==> config.mk <==
export PLATFORM = sky130hd
export DESIGN_NAME = gearbox_param
export DESIGN_NICKNAME = d
export VERILOG_FILES = /design/src/rtl/gearbox_param.sv
export SDC_FILE = /design/constraint.sdc
export NUM_CORES = 1
export LEC_CHECK = 0
export CAP_MARGIN = 20
export CORE_MARGIN = 8
export CORE_UTILIZATION = 61
export DETAILED_ROUTE_END_ITERATION = 16
export GPL_ROUTABILITY_DRIVEN = 0
export PLACE_DENSITY = 0.92
export SLEW_MARGIN = 20
export SYNTH_ARGS = -nofsm -noshare
export SYNTH_HDL_FRONTEND = slang
export SYNTH_SLANG_ARGS = --single-unit
==> constraint.sdc <==
create_clock -name clk -period 3.9 [get_ports clk]
set_input_delay 0.585 -clock clk [delete_from_list [all_inputs] [get_ports clk]]
set_output_delay 0.585 -clock clk [all_outputs]
set_load 0.05 [all_outputs]
==> src/rtl/gearbox_param.sv <==
// Width-converting gearbox: IN_W words in, OUT_W words out, through a
// circular buffer of UNIT_W-bit units with fill tracking and flush drain.
module gearbox_param #(
    parameter int IN_W        = 16,
    parameter int OUT_W       = 20,
    parameter int UNIT_W      = 4,
    parameter int DEPTH_UNITS = 32
) (
    input  logic                           clk,
    input  logic                           res_n,
    input  logic                           shift_in,
    input  logic [IN_W-1:0]                data_in,
    output logic                           full,
    output logic                           drop_err,
    input  logic                           shift_out,
    input  logic                           flush,
    output logic                           valid_out,
    output logic [OUT_W-1:0]               data_out,
    output logic                           last_out,
    output logic [$clog2(DEPTH_UNITS):0]   fill_level
);

    localparam int IN_U  = IN_W / UNIT_W;
    localparam int OUT_U = OUT_W / UNIT_W;
    localparam int AW    = $clog2(DEPTH_UNITS);
    localparam int FW    = AW + 1;

    logic [UNIT_W-1:0] mem [DEPTH_UNITS];
    logic [AW-1:0]     wr_ptr;
    logic [AW-1:0]     rd_ptr;
    logic [FW-1:0]     consumed;
    logic [OUT_W-1:0]  rd_word;
    logic              wr_en;
    logic              nrm_rd;
    logic              fl_rd;
    logic              rd_en;
    logic              rd_last;

    assign full    = (FW'(DEPTH_UNITS) - fill_level) < FW'(IN_U);
    assign wr_en   = shift_in && !full;
    assign nrm_rd  = shift_out && (fill_level >= FW'(OUT_U));
    assign fl_rd   = shift_out && flush && (fill_level != '0)
                     && (fill_level < FW'(OUT_U));
    assign rd_en   = nrm_rd || fl_rd;
    assign consumed = nrm_rd ? FW'(OUT_U) : (fl_rd ? fill_level : '0);
    assign rd_last = flush && rd_en && (consumed == fill_level);

    // Short flush reads zero-pad the units beyond the current fill.
    always_comb begin
        rd_word = '0;
        for (int k = 0; k < OUT_U; k++) begin
            if (nrm_rd || (FW'(k) < fill_level)) begin
                rd_word[k*UNIT_W +: UNIT_W] = mem[rd_ptr + AW'(k)];
            end
        end
    end

    always_ff @(posedge clk) begin
        if (wr_en) begin
            for (int k = 0; k < IN_U; k++) begin
                mem[wr_ptr + AW'(k)] <= data_in[k*UNIT_W +: UNIT_W];
            end
        end
    end

    always_ff @(posedge clk or negedge res_n) begin
        if (!res_n) begin
            wr_ptr     <= '0;
            rd_ptr     <= '0;
            fill_level <= '0;
            valid_out  <= 1'b0;
            last_out   <= 1'b0;
            data_out   <= '0;
            drop_err   <= 1'b0;
        end else begin
            drop_err  <= shift_in && full;
            valid_out <= rd_en;
            last_out  <= rd_last;
            if (rd_en) begin
                data_out <= rd_word;
                rd_ptr   <= rd_ptr + AW'(consumed);
            end
            if (wr_en) begin
                wr_ptr <= wr_ptr + AW'(IN_U);
            end
            fill_level <= fill_level + (wr_en ? FW'(IN_U) : FW'(0))
                          - consumed;
        end
    end

endmodule
==> flow_summary.yaml <==
worst_setup_path:
  critPathMaxFanout: 7
  path_class: "reg2reg"
  worst_ep_arrival_time_ps: 3690
  worst_setup_path_end_kind: "flop"
  cp-startpoint: "fill_level[1]"
  rrSetupSlack_ps: 580
  crit_path_end: "fill_level[5]"
  start_kind: "flop"
  r2r_end: "fill_level[5]"
  cp_data_required_time_ps: 4270
  r2r_start: "fill_level[1]"
  worstRegToRegCells: 11
clock_network:
  cts_hold_buffers: 0
  post-cts-setup-buffers: 0
  clkLatencyLatePin_ps: 440
  cts_made_buffers: 17
  cts_tree: "built"
  cts_resized: 0
  clkTransAtPathRegs_ps: 70
  clk_path_buf_depth: 2
  htree_levels: 4
  cts_sinks: 165
  clockRootBuffer: "clkbuf_16"
timing:
  slew_violations: 0
  setup_tns_ps: 0
  fmax_ghz: 0.301
  tightest_slew_ps: 1140
  slew_headroom: 0.239
  clock_skew_ps: 7.97
  rsz0062_at_grt: "false"
  hold_viol_final: 0
  finalSetupViolations: 0
  period_share: 0.852
  period_needed_ps: 3320
placed_design:
  dpl_cell_area_um2: 10900
  port_buffers: 50
  place_hpwl_mm: 18.3
job:
  drv_cap: 0
route:
  drtIter0Drc: 1174
  dr.pass1.iters: 5
  ant_nets: 0
  dr_total_vias: 6803
  vias_per_cell: 7.48
  wl_per_cell_um: 29.7
  totalWireLength_mm: 27.0
  route.detailed.drc: 0
grt:
  grt_pass1_wl_mm: 41.6
  antenna_found_initial: 0
  grt_pass1_vias: 6920
  grt_start_max_net_pins: 67
  gr-total-overflow: 0
  grt.total_usage: 0.273
power:
  internal_power_w: 0.00651
  power_switching_w: 0.00479
  combPwrFrac: 0.608
  powerDensity_nw_per_um2: 980
  clkPwrFrac: 0.149
  vdd_drop_max_mv: 0.594
  power_frac_seq: 0.244
  power.leakage_nw: 4.02
  switching_share: 0.424
logic_synthesis:
  ys_types: 48
  yosysWarnings: 0
  async_reset_ff_frac: 0.224
  synthCells: 619
  synth_area_leaders: "edfxtp_1 (38%), mux4_2 (32%), dfrtp_1 (9.1%)"
  synth.most_common_cell: "mux4_2"
  synth.ff_latch_count: 165
  ys_seq_area_frac: 0.471
  yosysTopAreaCellShare: 0.380
  synth_area_um2: 10100
  synth-edff-count: 128
  ys.flop_type: "edfxtp_1"
  syn_avg_cell_area_um2: 16.4
  yosys.area.top_type: "edfxtp_1"
  yosys-top-cells-count: "mux4_2 (146), edfxtp_1 (128), nand2_1 (62)"
layout:
  stdcell_area_um2: 11500
  diodes: 0
  area_growth_pct: 13.9
  nNetsFinal: 719
  drive_above_1_share: 0.338
  n_fill_cell: 940
floorplanning:
  initial_core_util: 0.617
  core-area_um2: 16400
  die_w_um: 145
  ios: 51
  rows: 47
  fp.dieArea_um2: 21000
  die_h_um: 145
status:
  outcome: "finished, final reports clean"
worst_hold_path:
  hold_class: "in2async"
[metal layers]
metal / vias up / GRT usage / part of all wire
met3: 140 / 0.0827 / 0.13
met5: - / 0 / 0
met2: 556 / 0.438 / 0.48
li1: 2686 / - / -
met4: 0 / 0.139 / 0.056
met1: 3421 / 0.331 / 0.33
[worst max-delay path, cell delays in order, from the launching register on]
cell and delay [ps]:
dfrtp_1 450, o21ai_0 330, nor3_1 90, a31oi_1 240, and2_1 250, clkinv_1 270, fa_1 590, inv_1 70
fa_1 450, a21o_1 190, a21oi_1 170, xnor2_1 130
[power groups by stage]
stage | Clock [W] | Sequential [W] | Combinational (W)
after floorplan | 0 | 0.00305 | 0.00462
after global placement | 0 | 0.00270 | 0.00644
after detailed placement | 0 | 0.00276 | 0.00667
after CTS | 0.00168 | 0.00274 | 0.00677
after global routing | 0.00175 | 0.00279 | 0.00719
final | 0.00168 | 0.00276 | 0.00687
[worst min-delay path by stage]
stage                       startpoint             to
final                            res_n  fill_level[3]
after global routing             res_n  fill_level[4]
after CTS                        res_n  fill_level[4]
after detailed placement  data_out[17]   data_out[17]
after global placement     data_out[9]    data_out[9]
after floorplan                  res_n    data_out[0]
[cell type report]
type | instances | area (um^2) | share of cell area
clock inverters | 15 | 154 | 0.0133
repair buffers | 80 | 737 | 0.0639
multi-input cells | 395 | 5100 | 0.442
well taps | 220 | 275 | 0.0239
clock buffers | 17 | 425 | 0.0369
flip-flops and latches | 165 | 4770 | 0.414
inverters | 17 | 63.8 | 0.00553
[through the flow]
stage          utilization  hold slack (ps)  power (W)  setup slack [ps]  cells
3_5_place_dp         0.667              479    0.00943               606    877
3_3_place_gp         0.667              456    0.00914               738    877
5_1_grt              0.703              313     0.0117               276    909
6_report             0.703              245     0.0113               578    909
4_1_cts              0.703              267     0.0112               595    909
2_1_floorplan            -              289    0.00768              27.6    620
[flip-flops by register name, summed over array words and instances, names as in the netlist]
| register | count |
|---|---|
| mem | 128 |
| data_out | 20 |
| fill_level | 6 |
| rd_ptr | 5 |
| wr_ptr | 3 |
| drop_err | 1 |
| last_out | 1 |
| valid_out | 1 |
[cell families (layout without fill, tap and decap cells)]
kind of cell               Yosys count  after routing  synth area share
other                                2              3          0.000742
adders and majority gates           22             22            0.0294
muxes                              183            183             0.363
DFF                                165            165             0.471
and+or+nand+nor                    108            108            0.0483
xor gates and xnor gates            20             20            0.0188
AOI/OAI and AO/OA                   59             59            0.0393
buffers and inverters               60            129            0.0298
[cells in the final DEF (no fill, tap or decap), drive strengths merged, types with 3 or more instances in the layout]
cell	n
buf	31
and3	5
clkinv	7
mux2	9
xor2	9
dfrtp	37
conb	3
a31oi	5
clkbuf	17
inv	20
nand3	5
xnor2	11
o22ai	4
nand2	62
o21ai	12
a21oi	7
mux2i	28
o31ai	6
ha	19
o211ai	5
fa	3
clkinvlp	3
edfxtp	128
clkdlybuf4s50	49
nor3	5
a21o	5
a22oi	7
nor2b	5
mux4	146
nand4	4
nor2	11
(Power assumes the default switching activity.)
